## config.mk

```make
export PLATFORM = sky130hd
export DESIGN_NAME = mem_port_arbiter
export DESIGN_NICKNAME = d
export VERILOG_FILES = /design/src/rtl/mem_arb_pkg.sv /design/src/rtl/arb_starve_ctr.sv /design/src/rtl/mem_port_arbiter.sv
export SDC_FILE = /design/constraint.sdc
export NUM_CORES = 1
export LEC_CHECK = 0
export ABC_CLOCK_PERIOD_IN_PS = 3500
export BUFFER_PORTS_ARGS = -buffer_cell sky130_fd_sc_hd__buf_4
export CAP_MARGIN = 20
export CORE_AREA = 2 2 106 108
export CTS_CLUSTER_SIZE = 10
export DETAILED_ROUTE_END_ITERATION = 10
export DIE_AREA = 0 0 108 110
export PLACE_DENSITY = 0.51
export SLEW_MARGIN = 20
export SYNTH_ARGS = -nofsm -noshare
export SYNTH_HDL_FRONTEND = slang
export SYNTH_SLANG_ARGS = --single-unit
```

## constraint.sdc

```tcl
create_clock -name clk -period 3.5 [get_ports clk]
set_clock_uncertainty 0.1 [all_clocks]
set_input_delay 0.35 -clock clk [delete_from_list [all_inputs] [get_ports clk]]
set_output_delay 0.35 -clock clk [all_outputs]
set_load 0.05 [all_outputs]
```

## src/rtl/mem_arb_pkg.sv

```systemverilog
// Shared types and constants for the unified memory-port arbiter.
package mem_arb_pkg;

   typedef enum logic {
      ST_IDLE = 1'b0,
      ST_BUSY = 1'b1
   } state_e;

   typedef enum logic {
      OWN_IF = 1'b0,
      OWN_DM = 1'b1
   } owner_e;

   // Fetches are always full-word accesses.
   localparam logic [2:0] MODE_WORD = 3'b010;

endpackage : mem_arb_pkg

```

## src/rtl/arb_starve_ctr.sv

```systemverilog
// Saturating count of consecutive arbitrations the fetch requester has lost.
module arb_starve_ctr #(
   parameter int unsigned STARVE_MAX = 4
) (
   input  logic clk,
   input  logic rst,
   input  logic inc,
   input  logic clr,
   output logic sat
);

   localparam int unsigned CW = $clog2(STARVE_MAX + 1);

   logic [CW-1:0] cnt_q;
   logic [CW-1:0] cnt_d;

   // Next count: clear wins over increment, increment stops at the ceiling.
   always_comb begin
      cnt_d = cnt_q;
      if (clr) begin
         cnt_d = '0;
      end else if (inc && (cnt_q < CW'(STARVE_MAX))) begin
         cnt_d = cnt_q + CW'(1);
      end
   end

   // Count register with the saturation flag registered alongside it.
   always_ff @(posedge clk or negedge rst) begin
      if (!rst) begin
         cnt_q <= '0;
         sat   <= 1'b0;
      end else begin
         cnt_q <= cnt_d;
         sat   <= (cnt_d >= CW'(STARVE_MAX));
      end
   end

endmodule : arb_starve_ctr

```

## src/rtl/mem_port_arbiter.sv

```systemverilog
// Shares one fixed-latency memory port between instruction fetch and data
// load/store. Data has priority; a starvation counter forces fetch progress.
module mem_port_arbiter
   import mem_arb_pkg::*;
#(
   parameter int unsigned ADDR_W     = 32,
   parameter int unsigned DATA_W     = 32,
   parameter int unsigned MEM_LAT    = 2,
   parameter int unsigned STARVE_MAX = 4
) (
   input  logic              clk,
   input  logic              rst,
   input  logic              if_req,
   input  logic [ADDR_W-1:0] if_addr,
   output logic              if_gnt,
   output logic              if_rvalid,
   output logic [DATA_W-1:0] if_rdata,
   input  logic              dm_req,
   input  logic              dm_we,
   input  logic [ADDR_W-1:0] dm_addr,
   input  logic [DATA_W-1:0] dm_wdata,
   input  logic [2:0]        dm_mode,
   output logic              dm_gnt,
   output logic              dm_rvalid,
   output logic [DATA_W-1:0] dm_rdata,
   output logic              mem_req,
   output logic              mem_we,
   output logic [ADDR_W-1:0] mem_addr,
   output logic [DATA_W-1:0] mem_wdata,
   output logic [2:0]        mem_mode,
   input  logic [DATA_W-1:0] mem_rdata
);

   localparam int unsigned CNT_W = 4;

   state_e             state_q, state_d;
   owner_e             owner_q, owner_d;
   logic               we_q, we_d;
   logic [CNT_W-1:0]   cnt_q, cnt_d;

   logic resp;
   logic arb_ok;
   logic if_win;
   logic dm_win;
   logic starve_sat;
   logic starve_inc;
   logic starve_clr;

   // Response cycle of the outstanding access doubles as an arbitration slot.
   assign resp   = rst && (state_q == ST_BUSY) && (cnt_q == CNT_W'(MEM_LAT));
   assign arb_ok = rst && ((state_q == ST_IDLE) || resp);

   // Winner: starved fetch first, then data, then fetch.
   assign if_win = arb_ok && if_req && (starve_sat || !dm_req);
   assign dm_win = arb_ok && dm_req && !if_win;

   assign starve_inc = dm_win && if_req;
   assign starve_clr = if_win || !if_req;

   arb_starve_ctr #(
      .STARVE_MAX(STARVE_MAX)
   ) u_starve (
      .clk(clk),
      .rst(rst),
      .inc(starve_inc),
      .clr(starve_clr),
      .sat(starve_sat)
   );

   // State, owner and latency-counter registers.
   always_ff @(posedge clk or negedge rst) begin
      if (!rst) begin
         state_q <= ST_IDLE;
         owner_q <= OWN_IF;
         we_q    <= 1'b0;
         cnt_q   <= '0;
      end else begin
         state_q <= state_d;
         owner_q <= owner_d;
         we_q    <= we_d;
         cnt_q   <= cnt_d;
      end
   end

   // Next state, port muxing and response routing.
   always_comb begin
      state_d   = state_q;
      owner_d   = owner_q;
      we_d      = we_q;
      cnt_d     = cnt_q;
      if_gnt    = 1'b0;
      if_rvalid = 1'b0;
      if_rdata  = '0;
      dm_gnt    = 1'b0;
      dm_rvalid = 1'b0;
      dm_rdata  = '0;
      mem_req   = 1'b0;
      mem_we    = 1'b0;
      mem_addr  = '0;
      mem_wdata = '0;
      mem_mode  = '0;

      if (state_q == ST_BUSY) begin
         if (resp) begin
            state_d = ST_IDLE;
         end else begin
            cnt_d = cnt_q + CNT_W'(1);
         end
      end

      if (resp) begin
         if (owner_q == OWN_IF) begin
            if_rvalid = 1'b1;
            if_rdata  = mem_rdata;
         end else begin
            dm_rvalid = 1'b1;
            dm_rdata  = we_q ? '0 : mem_rdata;
         end
      end

      if (if_win) begin
         if_gnt   = 1'b1;
         mem_req  = 1'b1;
         mem_addr = if_addr;
         mem_mode = MODE_WORD;
         state_d  = ST_BUSY;
         owner_d  = OWN_IF;
         we_d     = 1'b0;
         cnt_d    = CNT_W'(1);
      end else if (dm_win) begin
         dm_gnt    = 1'b1;
         mem_req   = 1'b1;
         mem_we    = dm_we;
         mem_addr  = dm_addr;
         mem_wdata = dm_wdata;
         mem_mode  = dm_mode;
         state_d   = ST_BUSY;
         owner_d   = OWN_DM;
         we_d      = dm_we;
         cnt_d     = CNT_W'(1);
      end
   end

endmodule : mem_port_arbiter

```

# [Word-level counts from Yosys, hierarchy flattened]
# Index checks and enable logic that the tools add are counted.
[classes] n_mux=35 eq_ne=2 addsub=2 order_cmp=2 n_reduce_logical=18 bitwise=1
[op_table] op="2-to-1 mux 32 bit" count=9
[op_table] op="2-to-1 mux 1 bit" count=18
[op_table] op="2-to-1 mux 4 bit" count=4
[op_table] op="2-to-1 mux 3 bit" count=4
[op_table] op="logical AND 1 bit" count=9
[op_table] op="adder 4 x 1 -> 4 bit (second input constant)" count=1
[op_table] op="equality test 4 x 2 -> 1 bit (second input constant)" count=1
[op_table] op="adder 3 x 1 -> 3 bit (second input constant)" count=1
[op_table] op=">= comparator 3 bit (second input constant)" count=1
[op_table] op="logical NOT 1 bit" count=3
[op_table] op="logical OR 1 bit" count=3
[op_table] op="less-than comparator 3 bit (second input constant)" count=1
[op_table] op="!= test 3 x 1 -> 1 bit (second input constant)" count=1
[op_table] op="nonzero test 3 bit" count=1
[op_table] op="AND reduction 2 bit" count=1
[op_table] op="nonzero test 2 bit" count=1
[op_table] op="inverter 1 bit" count=1
[totals] inputBits=136 ff_bits=11 wordCells=66

# [Depth between registers and ports, before layout]
[logic_depth] ltp_word=13 depth_mapped=7 ltp_nobuf=5

# [Cells and area by module]
# Synthesis repeated with hierarchy kept, for this count alone.
[unflattened] hier_cells=293 hier_area_um2=2062.0
[modules_own_cells] module="mem_port_arbiter" cells_each=280 area_each_um2=1904.3 instances=1 seq_area_each_um2=175.2
[modules_own_cells] module="arb_starve_ctr" cells_each=13 area_each_um2=157.7 instances=1 seq_area_each_um2=75.1

# [Least setup slack after synthesis]
# No wires, ideal clock.
[synth_path] path_type="register to output" from="reg cnt_q[0]" to="out if_rdata[10]" stages_incl_launch_ff=7 required_ns=3.050 n_path_buf=1 setup_slack_ns=0.796 arrival_ns=2.254 path_cell_list="dfrtp_1 inv_1 ha_1 nand4bb_1 nor3_1 clkbuf_1 and2_1"
[synth_between] elab_chain_cells=3
[synth_rtl] element="start, declared" line="mem_port_arbiter.sv:39" text="logic [CNT_W-1:0] cnt_q, cnt_d;"
[synth_rtl] element="start signal, assigned" line="mem_port_arbiter.sv:81" text="cnt_q <= cnt_d;"
[synth_rtl] element="equality test 4 x 2 -> 1 bit" line="mem_port_arbiter.sv:50" text="assign resp = rst && (state_q == ST_BUSY) && (cnt_q == CNT_W'(MEM_LAT));"
[synth_rtl] element="logical AND 1 bit" line="mem_port_arbiter.sv:50"
[synth_rtl] element="2-to-1 mux 32 bit" line="mem_port_arbiter.sv:111" text="if (resp) begin"
[synth_rtl] element="end, declared" line="mem_port_arbiter.sv:17" text="output logic [DATA_W-1:0] if_rdata,"
# Every way passes these cells.

# [Worst setup path in the final report]
[layout_path] from="reg cnt_q[0]" to="out mem_wdata[29]"
[layout_between] elab_chain_cells=10 word_cells_on_any_way=11
[layout_rtl] element="equality test 4 x 2 -> 1 bit (*)" line="mem_port_arbiter.sv:50"
[layout_rtl] element="logical AND 1 bit (*)" line="mem_port_arbiter.sv:50"
[layout_rtl] element="logical OR 1 bit (*)" line="mem_port_arbiter.sv:51" text="assign arb_ok = rst && ((state_q == ST_IDLE) || resp);"
[layout_rtl] element="logical AND 1 bit (*)" line="mem_port_arbiter.sv:51"
[layout_rtl] element="logical AND 1 bit (2 in a row)" line="mem_port_arbiter.sv:54" text="assign if_win = arb_ok && if_req && (starve_sat || !dm_req);"
[layout_rtl] element="logical NOT 1 bit" line="mem_port_arbiter.sv:55" text="assign dm_win = arb_ok && dm_req && !if_win;"
[layout_rtl] element="logical AND 1 bit" line="mem_port_arbiter.sv:55"
[layout_rtl] element="2-to-1 mux 32 bit" line="mem_port_arbiter.sv:130" text="end else if (dm_win) begin"
[layout_rtl] element="2-to-1 mux 32 bit (*)" line="mem_port_arbiter.sv:121" text="if (if_win) begin"
[layout_rtl] element="end, declared" line="mem_port_arbiter.sv:29" text="output logic [DATA_W-1:0] mem_wdata,"
# Mark *: on every way between the ends. The rest lies on a longest branch, timed or not.

==> flow_metrics.tcl <==
set metrics [dict create \
    worstSkewPairLatency_ns 0.23 \
    drt_iter0_markers 126 \
    rsz0062_at_grt "false" \
    detailed_place_hpwl_um 7620 \
    synthCells 290 \
    setup_viol 0 \
    cellLeakagePower_nw 2.14 \
    tritoncts "built" \
    io_pins 273 \
    holdWs_ns 0.247 \
    finalWirelength_um 9360 \
    cts_setup_buffers 0 \
    synthDominantCellAreaShare_pct 32.0 \
    crit_path_max_fanout 37 \
    tightest_slew_ns 0.988 \
    syn_nets 429 \
    ys_ff_latch 10 \
    nNetsFinal 681 \
    start_util_pct 18.1 \
    grt_max_degree 42 \
    drv_slew 0 \
    reg2reg_from "cnt_q[0]" \
    r2r_end "we_q" \
    grt_util_all_layers_pct 13.9 \
    rr_worst_depth 6 \
    gp_congestion 0.736 \
    cts_max_level 1 \
    route.vias.total 3015 \
    root_buffer "clkbuf_8" \
    yosysWarnings 0 \
    outcome "complete, no violations" \
    min_period_over_period_pct 77.7 \
    cp-start-kind "flop" \
    die_x_um 108 \
    ys_seq_area_share_pct 12.9 \
    max_freq_ghz 0.368 \
    power_mw 1.32 \
    via_per_inst 4.43 \
    max_cap_viol_count 0 \
    syn_area_per_cell_um2 6.67 \
    regToRegSetupSlack_ns 1.51 \
    die_h_um 110 \
    yosysTopAreaCell "and2_1" \
    setup.worst_path.start "cnt_q[0]" \
    peakVddDrop_uv 122 \
    cts_buffers 3 \
    p_per_area_nw_per_um2 320 \
    period_needed_ns 2.72 \
    n_antenna_cell 0 \
    setup_tns_ns 0 \
    criticalPathCategory "flop to primary output" \
    die_area_um2 11900 \
    hp-class "input port to flop" \
    ctsLongestPathBuffers 2 \
    synthTopCellsByArea "and2_1 (32%), dfrtp_1 (13%), o211ai_1 (13%)" \
    crit_arrival_ns 2.27 \
    post-route-drc-count 0 \
    core_um2 10700 \
    placementRows 38 \
    final_core_util_pct 38.6 \
    drive_gt1_share_pct 53.4 \
    ant_nets 0 \
    hold_violations 0 \
    first_pass_iters 4 \
    syn_area_um2 1930 \
    max_slew_margin_pct 34.0 \
    clkSinkCount 10 \
    portBuffers 272 \
    synth.distinct_cells 31 \
    area_growth_pct 113 \
    required_ns 3.05 \
    grt_pass1_vias 2824 \
    gr-total-overflow 0 \
    grt_pass1_wl_um 13600 \
    clk_pin_slew_worst_paths_ns 0.05 \
    crit_end "mem_wdata[29]" \
    crit_path_end_kind "primary output" \
    wl_per_cell_um 13.7 \
    antenna_found_initial 0 \
]
## cells in the final DEF, fill, tap and decap left out
cell / n
xor2_1: 1
a21oi_1: 35
and2_1: 99
nor3_1: 1
nand3b_1: 2
o21ai_0: 3
or3b_4: 1
o211ai_1: 33
ha_1: 3
buf_4: 278
a221oi_4: 1
a31oi_1: 1
nand2_1: 9
nor3_2: 1
nor4_2: 1
nor2_1: 2
nand4_1: 1
and4bb_2: 1
nand2b_1: 2
nor2b_1: 2
a2bb2oi_1: 1
nand3_1: 34
nor2_2: 1
o2bb2ai_1: 1
nand4bb_1: 1
clkbuf_8: 4
dfrtp_1: 10
mux2i_1: 3
mux2_2: 1
dlygate4sd3_1: 1
or3_1: 1
inv_1: 6
## worst min path at each step
stage / startpoint / endpoint / slack (ns) / cells after the start
floorplan: rst / cnt_q[0] / -0.05 / 0
global placement: rst / we_q / 0.10 / 1
detailed placement: rst / we_q / 0.11 / 1
CTS: dm_we / we_q / 0.25 / 2
global route: dm_we / we_q / 0.26 / 2
finish: dm_we / we_q / 0.25 / 2
## state kept, by name, summed over array words and instances (netlist names)
register	flops
owner_q	1
we_q	1
u_starve.cnt_q	3
state_q	1
cnt_q	4
## critical path, cell delays in order, from the launching register on
cell and delay, ns:
dfrtp_1 0.39, inv_1 0.10, ha_1 0.21, or3b_4 0.42, a221oi_4 0.23, buf_4 0.31
and2_1 0.17, buf_4 0.19
## routing by layer
metal / GRT usage (%) / vias up / wire length [µm]
met5: 0 / - / 0
met4: 2.20 / 0 / 54
met2: 27.4 / 155 / 4980
li1: - / 1505 / -
met1: 15.8 / 1351 / 3480
met3: 2.29 / 4 / 836
## synth_stat cells (all sizes together)
cell type and n:
nand4 1, o21ai 3, mux2 1, mux2i 3, a21oi 35, or3 1
nor3 2, and4bb 1, nor2b 2, and2 99, nor4 1, xor2 1
buf 6, nand2b 2, a221oi 1, nand3b 2, a31oi 1, o2bb2ai 1
nor2 3, inv 6, nand2 9, nand4bb 1, clkbuf 26, a2bb2oi 1
or3b 1, o211ai 33, nand3 34, dfrtp 10, ha 3
## where the power goes
part | internal, mW | leakage [nW] | total [mW] | switching (mW)
Combinational | 0.356 | 1.99 | 0.976 | 0.620
Sequential | 0.156 | 0.122 | 0.201 | 0.0443
Clock | 0.0990 | 0.0288 | 0.146 | 0.0467
Total | 0.611 | 2.14 | 1.32 | 0.711
## cells by family after synthesis
kind of cell	Yosys count	synth area share, %
fa+ha+maj	3	1.94
buf+inv	38	8.80
flops	10	12.9
xor+xnor	1	0.453
compound gates	75	25.2
simple gates	159	48.5
mux	4	2.13
## layout make-up
class,count,area [µm²]
inverter,6,22.5
multi-input combinational,242,1530
timing repair buffer,279,2100
sequential,10,250
tap,140,175
fill,1142,6570
clock buffer,4,55.1
## metrics by stage
step | instances | instance area [µm²] | setup slack [ns]
2_1_floorplan | 290 | 1930 | 0.796
3_3_place_gp | 676 | 4060 | 1.03
3_5_place_dp | 676 | 4060 | 0.969
4_1_cts | 681 | 4130 | 0.744
5_1_grt | 681 | 4130 | 0.645
6_report | 681 | 4130 | 0.779
## timing repair
action / 4_1_cts / 5_1_grt
hold buffers: 1 / 0
resized for setup: 0 / 0
hold endpoints to repair: 10 / 0
Power figures use the tool's default switching activity.
